--- src/rtl/calc_pkg.sv ---
// Shared calculator types: operand-stack command encodings, controller states
// and the word/address geometry of the Memory block.
package calc_pkg;

    localparam int CALC_DATA_W = 32;
    localparam int CALC_ADDR_W = 8;
    localparam int CALC_DEPTH  = 256;

    typedef enum logic [1:0] {
        OP_PUSH  = 2'b00,
        OP_POP   = 2'b01,
        OP_PEEK  = 2'b10,
        OP_CLEAR = 2'b11
    } stack_op_t;

    typedef enum logic [1:0] {
        ST_IDLE    = 2'b00,
        ST_WRITE   = 2'b01,
        ST_RD_WAIT = 2'b10,
        ST_RESP    = 2'b11
    } stack_state_t;

endpackage

--- src/rtl/rd_lat_counter.sv ---
// Counts down the Memory read latency; data_ready_o rises once RD_LAT cycles
// have elapsed since load_i while run_i was held.
module rd_lat_counter #(
    parameter int RD_LAT = 1
) (
    input  logic clk,
    input  logic rst,
    input  logic load_i,
    input  logic run_i,
    output logic data_ready_o
);

    logic [1:0] cnt_q;

    always_ff @(posedge clk or posedge rst) begin
        if (rst) begin
            cnt_q <= 2'd0;
        end else if (load_i) begin
            cnt_q <= 2'(RD_LAT);
        end else if (run_i && (cnt_q != 2'd0)) begin
            cnt_q <= cnt_q - 2'd1;
        end
    end

    assign data_ready_o = (cnt_q == 2'd0);

endmodule

--- src/rtl/operand_stack_ctrl.sv ---
// Operand stack controller: maps push/pop/peek/clear commands onto Memory
// write/read cycles and returns read words over a valid/ready response channel.
module operand_stack_ctrl
    import calc_pkg::*;
#(
    parameter int DATA_W = CALC_DATA_W,
    parameter int ADDR_W = CALC_ADDR_W,
    parameter int DEPTH  = CALC_DEPTH,
    parameter int RD_LAT = 1
) (
    input  logic              clk,
    input  logic              reset,
    input  logic              cmd_valid,
    output logic              cmd_ready,
    input  logic [1:0]        cmd_op,
    input  logic [DATA_W-1:0] cmd_data,
    output logic              rsp_valid,
    input  logic              rsp_ready,
    output logic [DATA_W-1:0] rsp_data,
    output logic              err,
    output logic [ADDR_W:0]   count,
    output logic              full,
    output logic              empty,
    output logic [ADDR_W-1:0] mem_address,
    output logic [DATA_W-1:0] mem_data,
    output logic              mem_we,
    output logic              mem_oe,
    input  logic [DATA_W-1:0] mem_rdata,
    output stack_state_t      dbg_state_o
);

    localparam logic [ADDR_W:0] DEPTH_C = (ADDR_W+1)'(DEPTH);

    stack_state_t      state_q;
    logic [ADDR_W:0]   count_q;
    logic [ADDR_W-1:0] mem_address_q;
    logic [DATA_W-1:0] mem_data_q;
    logic              mem_we_q;
    logic              mem_oe_q;
    logic              rsp_valid_q;
    logic [DATA_W-1:0] rsp_data_q;
    logic              err_q;
    logic              pop_q;

    logic accept;
    logic is_read;
    logic lat_load;
    logic data_ready;

    // Commands are taken only in IDLE; reset holds the channel closed.
    assign cmd_ready = (state_q == ST_IDLE) && !reset;
    assign accept    = cmd_valid && cmd_ready;
    assign full      = (count_q == DEPTH_C);
    assign empty     = (count_q == '0);
    assign is_read   = (cmd_op == OP_POP) || (cmd_op == OP_PEEK);
    assign lat_load  = accept && is_read && !empty;

    rd_lat_counter #(.RD_LAT(RD_LAT)) u_rd_lat (
        .clk          (clk),
        .rst          (reset),
        .load_i       (lat_load),
        .run_i        (state_q == ST_RD_WAIT),
        .data_ready_o (data_ready)
    );

    always_ff @(posedge clk or posedge reset) begin
        if (reset) begin
            state_q       <= ST_IDLE;
            count_q       <= '0;
            mem_address_q <= '0;
            mem_data_q    <= '0;
            mem_we_q      <= 1'b0;
            mem_oe_q      <= 1'b0;
            rsp_valid_q   <= 1'b0;
            rsp_data_q    <= '0;
            err_q         <= 1'b0;
            pop_q         <= 1'b0;
        end else begin
            err_q <= 1'b0;
            case (state_q)
                ST_IDLE: begin
                    if (accept) begin
                        case (stack_op_t'(cmd_op))
                            OP_PUSH: begin
                                if (full) begin
                                    err_q <= 1'b1;
                                end else begin
                                    state_q       <= ST_WRITE;
                                    mem_we_q      <= 1'b1;
                                    mem_address_q <= count_q[ADDR_W-1:0];
                                    mem_data_q    <= cmd_data;
                                end
                            end
                            OP_POP, OP_PEEK: begin
                                if (empty) begin
                                    err_q <= 1'b1;
                                end else begin
                                    state_q       <= ST_RD_WAIT;
                                    mem_oe_q      <= 1'b1;
                                    mem_address_q <= ADDR_W'(count_q - 1'b1);
                                    pop_q         <= (cmd_op == OP_POP);
                                end
                            end
                            default: count_q <= '0;
                        endcase
                    end
                end
                ST_WRITE: begin
                    mem_we_q      <= 1'b0;
                    mem_address_q <= '0;
                    mem_data_q    <= '0;
                    count_q       <= count_q + 1'b1;
                    state_q       <= ST_IDLE;
                end
                ST_RD_WAIT: begin
                    // oe and address stay put until the latency counter expires.
                    if (data_ready) begin
                        rsp_data_q    <= mem_rdata;
                        rsp_valid_q   <= 1'b1;
                        mem_oe_q      <= 1'b0;
                        mem_address_q <= '0;
                        if (pop_q) begin
                            count_q <= count_q - 1'b1;
                        end
                        state_q <= ST_RESP;
                    end
                end
                ST_RESP: begin
                    if (rsp_ready) begin
                        rsp_valid_q <= 1'b0;
                        state_q     <= ST_IDLE;
                    end
                end
                default: state_q <= ST_IDLE;
            endcase
        end
    end

    assign count       = count_q;
    assign mem_address = mem_address_q;
    assign mem_data    = mem_data_q;
    assign mem_we      = mem_we_q;
    assign mem_oe      = mem_oe_q;
    assign rsp_valid   = rsp_valid_q;
    assign rsp_data    = rsp_data_q;
    assign err         = err_q;
    assign dbg_state_o = state_q;

endmodule
--- config.mk ---
export PLATFORM = sky130hd
export DESIGN_NAME = operand_stack_ctrl
export DESIGN_NICKNAME = d
export VERILOG_FILES = /design/src/rtl/calc_pkg.sv /design/src/rtl/rd_lat_counter.sv /design/src/rtl/operand_stack_ctrl.sv
export SDC_FILE = /design/constraint.sdc
export NUM_CORES = 1
export LEC_CHECK = 0
export CAP_MARGIN = 20
export CORE_MARGIN = 8
export CORE_UTILIZATION = 41
export CTS_BUF_LIST = sky130_fd_sc_hd__clkbuf_8
export DETAILED_ROUTE_END_ITERATION = 16
export PLACE_DENSITY = 0.78
export SLEW_MARGIN = 20
export SYNTH_ARGS = -nofsm -noshare
export SYNTH_HDL_FRONTEND = slang
export SYNTH_SLANG_ARGS = --single-unit
export TNS_END_PERCENT = 100
--- constraint.sdc ---
create_clock -name clk -period 2.4 [get_ports clk]
set_input_delay 0.24 -clock clk [delete_from_list [all_inputs] [get_ports clk]]
set_output_delay 0.24 -clock clk [all_outputs]
set_load 0.02 [all_outputs]
Word-level counts from Yosys, hierarchy flattened --
Cells that the tools add are included.
Storage, ports and cells: flip-flop bits (word level) 90, input bits 70, output and inout bits 90, word-level logic and storage cells 102
Cells by class: add/sub/neg operators 3, equal/unequal tests 18, muxes and demuxes 41, bitwise logic cells 1, reductions and logical operators 28
Operators by type and width (number):
- 2-to-1 mux 32 bit | 3
- one-hot mux 32 bit (2 select lines) | 1
- 2-to-1 mux 9 bit | 4
- 2-to-1 mux 8 bit | 4
- one-hot mux 9 bit (3 select lines) | 1
- one-hot mux 8 bit (3 select lines) | 1
- one-hot mux 8 bit (2 select lines) | 1
- 2-to-1 mux 2 bit | 7
- inequality test 2 bit, second input constant | 7
- 2-to-1 mux 1 bit | 13
- AND reduction 6 bit | 2
- AND reduction 5 bit | 2
- nonzero test 2 bit | 5
- adder 9 x 1 -> 9 bit, second input constant | 1
- == test 9 bit, second input constant | 1
- logical NOT 9 bit | 1
- subtractor 9 x 1 -> 9 bit, second input constant | 1
- one-hot mux 1 bit (2 select lines) | 4
- one-hot mux 2 bit (4 select lines) | 1
- AND reduction 4 bit | 2
- == test 2 bit, second input constant | 3
- logical NOT 2 bit | 3
- inequality test 3 bit, second input constant | 2
- logical AND 1 bit | 5
- 13 further kinds | 16

Longest topological paths before layout --
depth after elaboration 6, mapped depth 8, mapped depth without buffers 6

Modules after synthesis --
Synthesis repeated with hierarchy kept, for this count alone.
Second synthesis, totals: cells, all modules 362, area total of the unflattened synthesis 4331.7 µm²
By module, submodules not included:
- operand_stack_ctrl | times used 1, cells each 350, area each 4211.5 µm², sequential area each 2202.1 µm²
- rd_lat_counter | times used 1, cells each 12, area each 120.1 µm², sequential area each 50.0 µm²

Worst setup path after synthesis --
OpenSTA, ideal clock, no wires.
path type reg-to-reg, from register count_q[0] (netlist: count[0]), to register mem_data_q[0] (netlist: mem_data[0]), arrival time 2.437 ns, data required time 2.334 ns, setup slack -0.104 ns, stages on the path, launching flop included 9, buffers on the path 2, cells stage by stage dfrtp_1 -> clkbuf_1 -> inv_1 -> ha_1 -> nor3b_2 -> and3_1 -> nor3_1 -> clkbuf_1 -> a22o_1
On the way: longest elaborated chain between the ends 3
RTL lines:
- start: declaration | RTL line operand_stack_ctrl.sv:35 | logic [ADDR_W:0] count_q;
- start signal: assignment | RTL line operand_stack_ctrl.sv:112 | count_q <= count_q + 1'b1;
- start signal: assignment | RTL line operand_stack_ctrl.sv:123 | count_q <= count_q - 1'b1;
- == test 9 bit | RTL line operand_stack_ctrl.sv:53 | assign full = (count_q == DEPTH_C);
- named net full | RTL line operand_stack_ctrl.sv:22 | output logic full,
- inequality test 2 bit (no source line)
- AND reduction 4 bit (no source line)
- end signal: assignment | RTL line operand_stack_ctrl.sv:91 | mem_data_q <= cmd_data;
- end: declaration | RTL line operand_stack_ctrl.sv:37 | logic [DATA_W-1:0] mem_data_q;
The timed path passes the listed nets, and every way through them passes these cells. A chain may end at the register's enable or synchronous reset.

Worst setup path in the final report --
from register state_q[0] (netlist: dbg_state_o[0]), to register count_q[7] (netlist: count[7])
On the way: longest elaborated chain between the ends 5, elaborated cells between the ends (all ways) 12
RTL lines:
- start: declaration | RTL line operand_stack_ctrl.sv:34 | stack_state_t state_q;
- start signal: assignment | RTL line operand_stack_ctrl.sv:68 | state_q <= ST_IDLE;
- start signal: assignment | RTL line operand_stack_ctrl.sv:88 | state_q <= ST_WRITE;
- start signal: assignment | RTL line operand_stack_ctrl.sv:98 | state_q <= ST_RD_WAIT;
- logical NOT 2 bit | RTL line operand_stack_ctrl.sv:51, operand_stack_ctrl.sv:80
- logical AND 1 bit | RTL line operand_stack_ctrl.sv:51 | assign cmd_ready = (state_q == ST_IDLE) && !reset;
- logical AND 1 bit | RTL line operand_stack_ctrl.sv:52 | assign accept = cmd_valid && cmd_ready;
- inequality test 2 bit (no source line)
- AND reduction 5 bit (no source line)
Several ways; a longest one is shown, not always the timed one.

==> impl_metrics.yaml <==
setup_path:
  crit_arrival_ns: 2.54
  critPathCaptureType: "register"
  path_depth: 6
  path_cells: "inv_1 -> ha_1 -> or3b_2 -> or4_1 -> o221ai_1 -> a32o_2"
  crit_path_top_delay_cell: "or3b_2"
  r2r_cells: 6
  worst-setup-path-type: "reg -> reg"
  crit_path_max_fanout: 11
  cp_num_buf_inv: 1
  crit_family: "simple AND/OR/NAND/NOR gates"
  start_kind: "register"
  slowest_delay_ns: 0.47
  critPathRequiredTime_ns: 2.71
clocking:
  numClockSinks: 90
  cts.htree.levels: 3
  holdBufCountCts: 0
  cts_buffers: 9
  clk_path_buf_depth: 2
  clk_pin_slew_ns: 0.10
  cts_root_buf: "clkbuf_8"
  cts_tree: "done"
  postCtsSetupBuffers: 0
  insertion_delay_ns: 0.37
logic_synthesis:
  synth_area_leaders: "dfrtp_1 (53%), mux2_2 (11%), a22o_1 (6.6%)"
  synth-seq-cells: 90
  synth_cells: 361
  ys_seq_area_share_pct: 53.32
  synth_flop_cell: "dfrtp_1"
  ys_types: 54
  synth_top_area_cell: "dfrtp_1"
  async_reset_ff_share_pct: 100.0
  syn-num-nets: 442
  synth.avg_cell_area_sq_um: 11.70
  yosys_warnings: 0
  synth_edf_count: 0
  netlist_area_sq_um: 4224
  yosysTopAreaCellShare_pct: 53.32
flow_run:
  cap_violations: 0
detailed_routing:
  via_per_inst: 5.319
  vias: 3601
  avgRoutedWirePerCell_microns: 17.76
  ant_nets: 0
  drc_errors: 0
  finalWirelength_mm: 12.02
  dr.first_iter.drc_count: 196
  dr.pass1.iters: 5
timing:
  finClkSkew_ns: 0.01893
  maxSlewViolCount: 0
  maxSlewHeadroom_pct: 69.18
  min_period_over_period_pct: 92.85
  setup_viol: 0
  fin_ws_ns: 0.1716
  tightest_slew_ns: 0.4623
  fin_hold_ws_ns: 0.3182
  grt_setup_unrepaired: "false"
  final.min_clock_period_ns: 2.228
  hold_viol_final: 0
  max_freq_ghz: 0.4488
  setup_tns_ns: 0
layout:
  final_cell_mix: "clkdlybuf4s50_1 (156), dfrtp_1 (90), mux2_2 (41)"
  area_growth_pct: 50.39
  nets: 617
  stdcell_count: 677
  final_common_cell: "clkdlybuf4s50_1"
  drive_gt1_share_pct: 17.74
  n_antenna_cell: 0
floorplan:
  die_w_microns: 117.5
  die_area_sq_um: 13810
  core_area_sq_um: 10180
  num_rows: 37
  die_h_microns: 117.5
  io_pins: 160
  start_util_pct: 41.47
pwr:
  ir_worst_vdd_uv: 651.5
  total_power_uw: 8626
  power_leakage_uw: 0.002738
  p_per_area_nw_per_um2: 1358
place:
  portBuffers: 159
  gp_congestion: 0.9089
  numPlacedInstances: 661
  pre_cts_ws_ns: 0.1002
  dp.final_hpwl_mm: 9.133
global_routing:
  antenna_found_initial: 0
  gr-usage-met2_pct: 28.72
  first_global_vias: 3813
  top_usage_layer: "met2"
  grt_max_degree: 72
  gr-total-overflow: 0
  grt_pass1_wl_mm: 19.95
  grtUsageMet1_pct: 20.91
  met3_usage_pct: 5.659
  grt_usage_pct: 17.49
outcome:
  outcome: "completed"
hold_path:
  hold_path_class: "in -> async"
==> stage by stage <==
step           instance area, sq um  utilization, %
2_1_floorplan                  4233               -
3_3_place_gp                   6155           60.43
3_5_place_dp                   6155           60.43
4_1_cts                        6352           62.37
5_1_grt                        6352           62.37
6_report                       6352           62.37
==> worst reg2reg max path, cell delays in order, from the launching register on <==
cell and delay [ns]:
dfrtp_1 0.46, inv_1 0.11, ha_1 0.45, or3b_2 0.47, or4_1 0.41, o221ai_1 0.08
a32o_2 0.19
==> routing by layer <==
layer / share of wire, % / vias to the layer above / wire length (microns)
met5: 0 / - / 0
met4: 1.5 / 0 / 186
met3: 9.6 / 20 / 1154
met2: 48 / 186 / 5721
met1: 41 / 1718 / 4960
li1: - / 1677 / -
==> path summary, 6_finish.rpt <==
check | start | endpoint | slack [ns]
max in group asynchronous | reset | mem_data[4]$_DFFE_PP0P_ | 1.36
worst max-delay path | dbg_state_o[0]$_DFFE_PP0P_ | count[7]$_DFFE_PP0P_ | 0.17
worst max register to register | dbg_state_o[0]$_DFFE_PP0P_ | count[7]$_DFFE_PP0P_ | 0.17
min in group clk | cmd_data[10] | mem_data[10]$_DFFE_PP0P_ | 0.46
worst min-delay path | reset | rsp_data[16]$_DFFE_PP0P_ | 0.32
worst min register to register | mem_we$_DFFE_PP0P_ | mem_we$_DFFE_PP0P_ | 0.50
==> state kept, by name (all words and copies together) (netlist names) <==
name / count
mem_we: 1
mem_address: 8
u_rd_lat.cnt_q: 2
rsp_valid: 1
pop_q: 1
dbg_state_o: 2
mem_oe: 1
count: 9
mem_data: 32
err: 1
rsp_data: 32
==> layout make-up <==
type | instances | area, sq um
Sequential cell | 90 | 2252
Multi-Input combinational cell | 228 | 1814
Timing Repair Buffer | 187 | 1836
Clock buffer | 9 | 123.9
Inverter | 20 | 78.83
Tap cell | 136 | 170.2
Clock inverter | 7 | 77.57
Fill cell | 835 | 3832
==> what timing repair did <==
action | CTS | global route
hold endpoints to repair | 0 | 0
resized for setup | 3 | 0
endpoints found under the setup margin | 3 | 0
==> where the power goes <==
group / total (uW) / switching (uW) / internal (uW)
combinational: 5040 / 2610 / 2430
clock: 1040 / 554 / 490
sequential: 2540 / 404 / 2140
total: 8630 / 3570 / 5050
==> kinds of logic after synthesis <==
| family | count (synthesis) | share of synthesized area [%] |
|---|---|---|
| flops | 90 | 53.32 |
| compound gates | 88 | 15.97 |
| simple gates | 77 | 10.07 |
| mux | 47 | 12.35 |
| buf+inv | 43 | 3.999 |
| fa+ha+maj | 11 | 3.258 |
| xor+xnor | 5 | 1.037 |
==> synth_stat cells, types with 4 or more instances <==
| master | instances |
|---|---|
| ha_1 | 11 |
| a21oi_1 | 7 |
| nand3_1 | 7 |
| buf_2 | 5 |
| o21ai_0 | 14 |
| clkbuf_1 | 14 |
| inv_1 | 20 |
| mux2_2 | 41 |
| xnor2_1 | 4 |
| a22o_1 | 32 |
| dfrtp_1 | 90 |
| mux2i_1 | 6 |
| or4_1 | 4 |
| nor3_1 | 4 |
| nand2_1 | 19 |
| nor2_1 | 15 |
| nor2b_1 | 4 |
Note: power is estimated with default switching activity, not from simulation.
